==> src/rtl/alu_pkg.sv <==
// Shared definitions for the 2-bit ALU, its operand sequencer and the bench model.
package alu_pkg;

    typedef enum logic [1:0] {
        OP_AND = 2'b00,
        OP_OR  = 2'b01,
        OP_ADD = 2'b10,
        OP_SUB = 2'b11
    } op_t;

    typedef enum logic [1:0] {
        LOAD_A  = 2'b00,
        LOAD_B  = 2'b01,
        LOAD_OP = 2'b10,
        EXEC    = 2'b11
    } seq_state_t;

endpackage

==> src/rtl/btn_edge.sv <==
// Rising-edge detector for a pre-synchronized button level.
module btn_edge (
    input  logic clk,
    input  logic rst_n,
    input  logic btn,
    output logic press
);

    logic btn_q;
    logic btn_d;

    always_comb begin
        btn_d = btn;
    end

    // Resetting to 1 means a button already held at reset release is not a press.
    always_ff @(posedge clk) begin
        if (!rst_n) begin
            btn_q <= 1'b1;
        end else begin
            btn_q <= btn_d;
        end
    end

    assign press = btn & ~btn_q;

endmodule

==> src/rtl/alu_operand_sequencer.sv <==
// Collects A, B and opcode over three button presses, drives the ALU, captures its result.
module alu_operand_sequencer
    import alu_pkg::*;
#(
    parameter int WIDTH = 2
) (
    input  logic             clk,
    input  logic             rst_n,
    input  logic [WIDTH-1:0] sw,
    input  logic             btn,
    input  logic             abort,
    output logic [WIDTH-1:0] alu_a,
    output logic [WIDTH-1:0] alu_b,
    output logic [1:0]       alu_s,
    input  logic [WIDTH-1:0] alu_y,
    input  logic             alu_c,
    output logic [WIDTH-1:0] res_y,
    output logic             res_c,
    output logic             res_zero,
    output logic             done,
    output logic [1:0]       step
);

    logic press;

    btn_edge u_btn_edge (
        .clk   (clk),
        .rst_n (rst_n),
        .btn   (btn),
        .press (press)
    );

    seq_state_t       state_q, state_d;
    logic [WIDTH-1:0] alu_a_q, alu_a_d;
    logic [WIDTH-1:0] alu_b_q, alu_b_d;
    op_t              alu_s_q, alu_s_d;
    logic [WIDTH-1:0] res_y_q, res_y_d;
    logic             res_c_q, res_c_d;
    logic             res_zero_q, res_zero_d;
    logic             done_q, done_d;

    always_comb begin
        state_d    = state_q;
        alu_a_d    = alu_a_q;
        alu_b_d    = alu_b_q;
        alu_s_d    = alu_s_q;
        res_y_d    = res_y_q;
        res_c_d    = res_c_q;
        res_zero_d = res_zero_q;
        done_d     = 1'b0;

        case (state_q)
            LOAD_A: begin
                if (press && !abort) begin
                    alu_a_d = sw;
                    state_d = LOAD_B;
                end
            end
            LOAD_B: begin
                if (press && !abort) begin
                    alu_b_d = sw;
                    state_d = LOAD_OP;
                end
            end
            LOAD_OP: begin
                if (press && !abort) begin
                    alu_s_d = op_t'(sw[1:0]);
                    state_d = EXEC;
                end
            end
            EXEC: begin
                // Capture completes even when abort is asserted; only logic ops mask the carry.
                res_y_d    = alu_y;
                res_c_d    = alu_s_q[1] ? alu_c : 1'b0;
                res_zero_d = (alu_y == '0);
                done_d     = 1'b1;
                state_d    = LOAD_A;
            end
            default: state_d = LOAD_A;
        endcase

        if (abort) begin
            state_d = LOAD_A;
        end
    end

    always_ff @(posedge clk) begin
        if (!rst_n) begin
            state_q    <= LOAD_A;
            alu_a_q    <= '0;
            alu_b_q    <= '0;
            alu_s_q    <= OP_AND;
            res_y_q    <= '0;
            res_c_q    <= 1'b0;
            res_zero_q <= 1'b1;
            done_q     <= 1'b0;
        end else begin
            state_q    <= state_d;
            alu_a_q    <= alu_a_d;
            alu_b_q    <= alu_b_d;
            alu_s_q    <= alu_s_d;
            res_y_q    <= res_y_d;
            res_c_q    <= res_c_d;
            res_zero_q <= res_zero_d;
            done_q     <= done_d;
        end
    end

    assign alu_a    = alu_a_q;
    assign alu_b    = alu_b_q;
    assign alu_s    = alu_s_q;
    assign res_y    = res_y_q;
    assign res_c    = res_c_q;
    assign res_zero = res_zero_q;
    assign done     = done_q;
    assign step     = state_q;

endmodule

==> config.mk <==
export PLATFORM = sky130hd
export DESIGN_NAME = alu_operand_sequencer
export DESIGN_NICKNAME = d
export VERILOG_FILES = /design/src/rtl/alu_pkg.sv /design/src/rtl/btn_edge.sv /design/src/rtl/alu_operand_sequencer.sv
export SDC_FILE = /design/constraint.sdc
export NUM_CORES = 1
export LEC_CHECK = 0
export CAP_MARGIN = 15
export CORE_AREA = 4 4 51 53
export CTS_BUF_LIST = sky130_fd_sc_hd__clkbuf_4 sky130_fd_sc_hd__clkbuf_8
export CTS_CLUSTER_SIZE = 16
export DETAILED_ROUTE_END_ITERATION = 6
export DIE_AREA = 0 0 55 57
export GPL_TIMING_DRIVEN = 0
export PLACE_DENSITY_LB_ADDON = 0.08
export SETUP_SLACK_MARGIN = 0.2
export SYNTH_ARGS = -nofsm -noshare
export SYNTH_HDL_FRONTEND = slang
export SYNTH_SLANG_ARGS = --single-unit
==> constraint.sdc <==
create_clock -name clk -period 1.4 [get_ports clk]
set_input_delay 0.28 -clock clk [delete_from_list [all_inputs] [get_ports clk]]
set_output_delay 0.28 -clock clk [all_outputs]
set_load 0.02 [all_outputs]
After elaboration in Yosys (flattened, before gate mapping)
Index checks and enable logic that the tools add are counted.
{"block": "op_classes", "addsub": 0, "n_mul": 0, "n_div": 0, "n_lt_le_gt_ge": 0, "eq_ne": 6, "shift": 0, "muxes": 6, "bitwise_logic": 3, "n_reduce_logical": 9}
{"operator": "$pmux W2 S4", "count": 1}
{"operator": "$mux W2", "count": 3}
{"operator": "$ne A2 B2 Y1 const B", "count": 3}
{"operator": "$reduce_and A2 Y1", "count": 3}
{"operator": "$eq A2 B2 Y1 const B", "count": 2}
{"operator": "$logic_not A2 Y1", "count": 2}
{"operator": "$reduce_and A3 Y1", "count": 1}
{"operator": "$eq A2 B1 Y1 const B", "count": 1}
{"operator": "$mux W1", "count": 2}
{"operator": "$not A1 Y1", "count": 2}
{"operator": "$reduce_or A2 Y1", "count": 1}
{"operator": "$and A1 B1 Y1", "count": 1}
{"operator": "$logic_and A1 B1 Y1", "count": 1}
{"operator": "$logic_not A1 Y1", "count": 1}
{"block": "totals", "regBits": 14, "latch_bits": 0, "ramBits": 0, "romBits": 0, "elab_cells": 33, "memories": 0}

Longest topological paths before layout
Gate-level depths: netlist of the first run.
{"block": "logic_depth", "word_depth": 5, "depth_mapped": 5, "depth_no_buf": 5}

Modules after synthesis
Synthesis of the first run repeated with hierarchy kept, for this count alone.
{"block": "unflattened", "hier_cells": 61, "area_unflattened_um2": 638.1}
{"mod": "alu_operand_sequencer", "instances": 1, "cells_per_inst": 58, "area_per_inst_um2": 598.1}
{"mod": "btn_edge", "instances": 1, "cells_per_inst": 3, "area_per_inst_um2": 40.0}

Worst setup path before layout of the first run
OpenSTA, ideal clock, no wires.
{"block": "synth_timing", "path_kind": "register to register", "from": "register state_q[0], in the netlist step[0]", "to": "register state_q[0], in the netlist step[0]", "setup_ns": 0.122, "arrival_time_ns": 1.384, "required_ns": 1.278, "setup_slack_ns": -0.106, "path_stages_with_launch": 6, "path_buffers": 0, "path_cell_list": "dfxtp_1 > inv_1 > ha_1 > nor3_1 > nor2_1 > o311a_1"}
{"block": "synth_between", "elab_chain_cells": 3, "elab_cells_between_ends": 9, "classes_between": "eq/ne: 6; mux: 1; reduce/logical: 2"}
{"item": "from (decl)", "line": "alu_operand_sequencer.sv:33", "rtl": "seq_state_t state_q, state_d;"}
{"item": "from (signal assigned)", "line": "alu_operand_sequencer.sv:98", "rtl": "state_q <= state_d;"}
{"item": "$eq A2 B1 Y1 (tied with other cells)", "line": "alu_operand_sequencer.sv:52", "rtl": "case (state_q)"}
{"item": "$ne A2 B2 Y1 (no line)"}
{"item": "$reduce_and A3 Y1 (no line)"}
Several ways; a longest one is shown, not always the timed one.
A chain may end at the register's enable or synchronous reset.

Worst setup path in the final report of the first run
{"block": "layout_timing", "from": "register state_q[1], in the netlist step[1]", "to": "register state_q[0], in the netlist step[0]"}
Same word-level chain as after synthesis.

==> run metrics, run 1 <==
TritonCTS clock tree done; ANT nets after route 0; routed wire length per instance between 10 and 15 um; layout cells sized above 1 a little over a third; met3 WL 135 um; CTS Root Cell clkbuf_4; Antenna Cells 0; Die Span X around 55 um; DIE AREA 3140 um2; Total Wirelength about 1200 um; initial antenna violation count 0; kind of cell adding the most delay to the critical path flip-flops; drt drc 0; die height 57 um; unrepaired setup endpoints after global routing yes; Cells after Synth 61; placement row count 17; GRT overflow 0; Warnings, synthesis 0; WS Path Type reg2reg; RD Place Congestion ~0.63; CTS sink count 14; crit end category register; htree depth 1; worst path cell trace inv_2, ha_2, nor3_4, or3_1, o311a_1; total CTS buffers 3; hold crit path type reg2reg; fmax between 0.7 and 0.8 GHz; Post-CTS Hold Buffers 0; highest metal used met4; Syn Std Cell Area 606 um2; CP Max Fanout 5; Cell variety after synth 18; max-slew violations 0; crit path buf inv count 1; mean post-synth cell area slightly below 10 um2; Longest Clk Path Bufs 2; max-cap viol count 0; skew final roughly 0.011 ns; Post-Place Worst Slack -0.123 ns; pwr/cell area 825 nW/um2; drt first pass iters 2; via/cell ratio 4.28; first-pass GRT wire length approximately 1800 um; M1 WL between 400 and 500 um; CORE AREA about 2100 um2; post-route clock period utilization between 90% and 100%; startpoint type of the worst setup path register; Worst Setup Slack, final approximately 0.14 ns; Clk Latency, worst-skew pair approximately 0.28 ns; CP Data Required Time ~1.6 ns; most frequent cells in the layout 14 x nand2_1, 12 x dfxtp_1, 9 x mux2i_1, 9 x buf_2, 8 x clkdlybuf4s50_1; Vias about 500; Ports 22; vias in the first global route 444; VDD IR max 0.000542 V; Reg clk slew, reported paths about 0.090 ns; largest net degree at the start of global routing 11; worst relative slew slack between 80 and 90%; nets 104; Initial Util between 20% and 30%; Tmin final between 1 and 1.5 ns; syn_nets 75; total track usage about 8.2%; met2 wire length 566 um; IO buf count 21; Finished Core Util 42.3%; Initial DRC Count 1; status completed; FF+latch count, synth 14; post-synthesis sequential area ratio 46.3%; Worst-Margin Slew between 0.2 and 0.3 ns; Area Growth Syn to Fin 50.0%; slowest CP cell dfxtp_4; Final setup violation count 0; commonest non-fill, non-tap cell in the layout nand2_1; WP data arrival 1.42 ns; Leakage Power ~0.0004 uW; Hold Vio Cnt, Final 0; HPWL Detailed ~950 um; Max stage delay on crit path about 0.38 ns
## per-stage QoR
stage	area, um2	setup TNS, ns	cells	total power [uW]	hold slack [ns]
finish	908	0	117	749	0.466
global route	908	0	117	795	0.489
CTS	921	0	115	761	0.472
detailed placement	881	-0.271	110	470	0.454
global placement	881	-0.261	110	471	0.452
floorplan	636	0	61	435	0.353
## layout make-up
class                   count  area [um2]
well taps                  28        35.0
multi-input cells          43         350
inverters                   2        10.0
clock buffers               4        36.3
plain buffers               2        10.0
repair buffers             24         179
fillers                   227        1240
flip-flops and latches     14         288
## repair_timing
action                                  in CTS  in global routing
setup buffers                                1                  2
pin swaps                                    1                  2
endpoints found under the setup margin      14                 16
gates resized for setup                     35                 17
## routing by layer
layer | up-vias | track usage [%]
met3 | 2 | 5.48
met1 | 222 | 9.47
met4 | 0 | 3.13
met2 | 18 | 11.8
met5 | - | 0
li1 | 259 | -
## cell families (layout without fill, tap and decap cells)
kind of cell	count (synthesis)	in the layout	share of synthesized area (%)
AO/OA/AOI/OAI	4	4	4.55
flip-flops	14	14	46.3
multiplexers	9	9	14.9
adder cells (fa/ha/maj)	5	5	10.3
buffers and inverters	4	32	2.69
AND/OR/NAND/NOR	25	25	21.3
## power breakdown
group	total, uW	leakage [uW]	internal (uW)	switching, uW
Sequential	401	0.000115	398	3.17
Combinational	62.9	0.000275	37.2	25.6
Clock	285	0.0000210	158	127
## sequential cells by signal, summed over array words and instances (netlist names)
| signal | count |
|---|---|
| alu_a | 2 |
| alu_b | 2 |
| alu_s | 2 |
| res_y | 2 |
| step | 2 |
| done | 1 |
| res_c | 1 |
| res_zero | 1 |
| u_btn_edge.btn_q | 1 |
## cells in the mapped netlist, drive strengths merged
master	instances	share of area, %
nand3	1	0.83
mux2i	9	15
or3	1	1.0
buf	1	0.83
ha	5	10
a21boi	1	1.2
o311a	1	1.7
o21ai	2	1.7
clkbuf	1	0.62
dfxtp	14	46
inv	2	1.2
and2	1	1.0
nor2b	3	3.1
nand2b	2	2.1
nor2	1	0.62
nor3b	1	3.1
nor3	1	0.83
nand2	14	8.7
## worst register-to-register path: cells and delay by family, from the launching register on
family | cells | cell delay (ns)
AO/OA/AOI/OAI | 1 | 0.13
adder cells (fa/ha/maj) | 1 | 0.21
buffers and inverters | 1 | 0.09
flip-flops | 1 | 0.38
AND/OR/NAND/NOR | 2 | 0.35
## worst paths after layout
check	slack [ns]	to	start	cells past startpoint
hold / removal	0.47	alu_s[0]$_SDFFE_PN0P_	alu_s[0]$_SDFFE_PN0P_	2
hold reg to reg	0.47	alu_s[0]$_SDFFE_PN0P_	alu_s[0]$_SDFFE_PN0P_	2
setup / recovery	0.14	step[0]$_SDFFE_PP0P_	step[1]$_SDFFE_PP0P_	5
setup reg to reg	0.14	step[0]$_SDFFE_PP0P_	step[1]$_SDFFE_PP0P_	5
Power figures use the tool's default switching activity.
==> run 2: changes to the inputs <==
--- a/config.mk
+++ b/config.mk
@@ -6,11 +6,11 @@
 export NUM_CORES = 1
 export LEC_CHECK = 0
 export CAP_MARGIN = 15
-export CORE_AREA = 4 4 51 53
+export CORE_AREA = 2 2 49 51
 export CTS_BUF_LIST = sky130_fd_sc_hd__clkbuf_4 sky130_fd_sc_hd__clkbuf_8
-export CTS_CLUSTER_SIZE = 16
+export CTS_CLUSTER_SIZE = 14
 export DETAILED_ROUTE_END_ITERATION = 6
-export DIE_AREA = 0 0 55 57
+export DIE_AREA = 0 0 51 53
 export GPL_TIMING_DRIVEN = 0
 export PLACE_DENSITY_LB_ADDON = 0.08
 export SETUP_SLACK_MARGIN = 0.2
==> run 2 against run 1 <==
Clock power fell by 18%. First-iteration DRC count increased to 3.0 times the previous value. Final cell count is 0.85% higher. Largest cell class unchanged. Sequential share of layout area decreased by 0.22 points. Die area shrank 14%. Critical path depth unchanged. Routed wire length decreased by 0.91%. Total power decreased by 6.8%. Fmax grew 0.78%. Largest power group unchanged. Worst setup slack improved by 0.0097 ns. Critical path type unchanged. Cell area is 0.69% higher. Non-clock buffer count rose by 1.
==> run metrics, run 2 (same netlist as run 1, synthesis figures left out) <==
Hold Vio Cnt, Final 0; via/cell ratio 4.26; WS Path Type reg2reg; TritonCTS clock tree done; total power 698 uW; Die Span X ~50 um; Internal Power roughly 540 uW; startpoint type of the worst setup path register; nets around 110; drt first pass iters 3; Vias 503; fill count approximately 220; ANT nets after route 0; routed wire length per instance between 10 and 15 um; FF-to-FF setup slack around 0.15 ns; Worst Setup Slack, final roughly 0.15 ns; drt drc 0; RR Endpoint step[0]$_SDFFE_PP0P_; Ports 22; most frequent cells in the layout 14 x nand2_1, 12 x dfxtp_1, 9 x mux2i_1, 8 x buf_2, 8 x clkdlybuf4s50_1; placed cell count 110; Longest Clk Path Bufs 2; unrepaired setup endpoints after global routing yes; Reg power frac between 50% and 60%; htree depth 1; Final setup violation count 0; DIE AREA 2700 um2; Hold Path Cell Cnt 2; Net Sw Frac 22.8%; fmax around 0.80 GHz; commonest non-fill, non-tap cell in the layout nand2_1; total track usage under 10%; die height 53 um; multi-input logic area around 350 um2; Initial Util 28.2%; Clk Latency, worst-skew pair approximately 0.27 ns; worst path cell trace buf_4, ha_4, nor3_4, nor2_2, o311a_1; Initial DRC Count 3; Area Growth Syn to Fin 51.0%; Total Wirelength between 1000 and 1500 um; HP Start alu_s[0]$_SDFFE_PN0P_; worst flop-to-flop path startpoint step[1]$_SDFFE_PP0P_; RD Place Congestion ~0.64; CORE AREA between 2000 and 2500 um2; CP Data Required Time ~1.6 ns; Reg clk slew, reported paths about 0.090 ns; VDD IR max between 0.0004 and 0.0005 V; combinational share of power 9.1%; P_sw 159 uW; Clock power frac about a third; Antenna Cells 0; WP data arrival about 1.4 ns; pwr/cell area 763 nW/um2; Worst-Margin Slew around 0.28 ns; Leakage Power slightly above 0.0004 uW; hold crit path type reg2reg; IO buf count 21; GRT overflow 0; largest net degree at the start of global routing 11; skew final 0.00221 ns; layout cells sized above 1 35.6%; CTS Root Cell clkbuf_4; fin cells about 120; Worst Hold Endpoint alu_s[0]$_SDFFE_PN0P_; Tmin final around 1.3 ns; Max stage delay on crit path 0.37 ns; max-cap viol count 0; placement row count 17; total CTS buffers 3; CTS sink count 14; post-route clock period utilization 89.4%; R2R depth 5; CP Max Fanout 5; Post-Layout Inst Area around 900 um2; first-pass GRT wire length roughly 1900 um; max-slew violations 0; HPWL Detailed 872 um; initial antenna violation count 0; Post-Place Worst Slack -0.122 ns; Hold WS approximately 0.46 ns; worst relative slew slack about four fifths; Register Area approximately 290 um2; vias in the first global route 451; Placed Instance Area 881 um2; status completed; slowest CP cell dfxtp_4; crit end category register
run 2: critical path: cells and delay by family (launching register included):
kind	cells	cell delay, ns
flops	1	0.37
compound gates	1	0.28
simple gates	2	0.18
fa+ha+maj	1	0.17
buf+inv	1	0.14
run 2: final cells by class:
type | count | share of cell area, %
flip-flops and latches | 14 | 31.5
plain buffers | 2 | 1.37
clock buffers | 3 | 2.46
clock inverters | 1 | 0.410
repair buffers | 25 | 20.5
inverters | 2 | 1.64
well taps | 28 | 3.83
multi-input cells | 43 | 38.3
run 2: worst max path at each step:
stage	slack [ns]	endpoint	cells past startpoint	from
global placement	-0.14	step[0]$_SDFFE_PP0P_	4	btn
CTS	0.11	step[1]	1	step[1]$_SDFFE_PP0P_
detailed placement	-0.12	step[0]$_SDFFE_PP0P_	4	btn
floorplan	0.16	step[0]$_SDFFE_PP0P_	5	step[1]$_SDFFE_PP0P_
finish	0.15	step[0]$_SDFFE_PP0P_	5	step[1]$_SDFFE_PP0P_
global route	0.10	step[0]$_SDFFE_PP0P_	5	step[0]$_SDFFE_PP0P_
run 2: what timing repair did:
action / 4_1_cts / 5_1_grt
hold buffers: 0 / 0
setup buffers: 1 / 3
pin swaps: 1 / 2
endpoints found under the setup margin: 14 / 15
gates resized for setup: 35 / 22
run 2: power groups by stage:
stage / clock, uW / sequential, uW / combinational (uW)
final: 233 / 402 / 63.4
after global routing: 265 / 402 / 68.9
after CTS: 249 / 402 / 60.5
after detailed placement: 0 / 411 / 59.4
after global placement: 0 / 411 / 59.7
after floorplan: 0 / 413 / 22.3
run 2: routing by layer:
layer  GRT usage [%]  up-vias  part of all wire (%)  routed length (um)
met4            2.70        0                   1.2                  14
met5               0        -                     0                   0
met1            11.0      226                    44                 523
li1                -      259                     -                   -
met3            5.08        2                   6.8                  82
met2            16.0       16                    48                 581
run 2: metrics by stage:
step | setup TNS (ns) | utilization, %
3_5_place_dp | -0.308 | 41.0
5_1_grt | 0 | 42.6
4_1_cts | 0 | 42.4
6_report | 0 | 42.6
3_3_place_gp | -0.307 | 41.0
2_1_floorplan | 0 | -
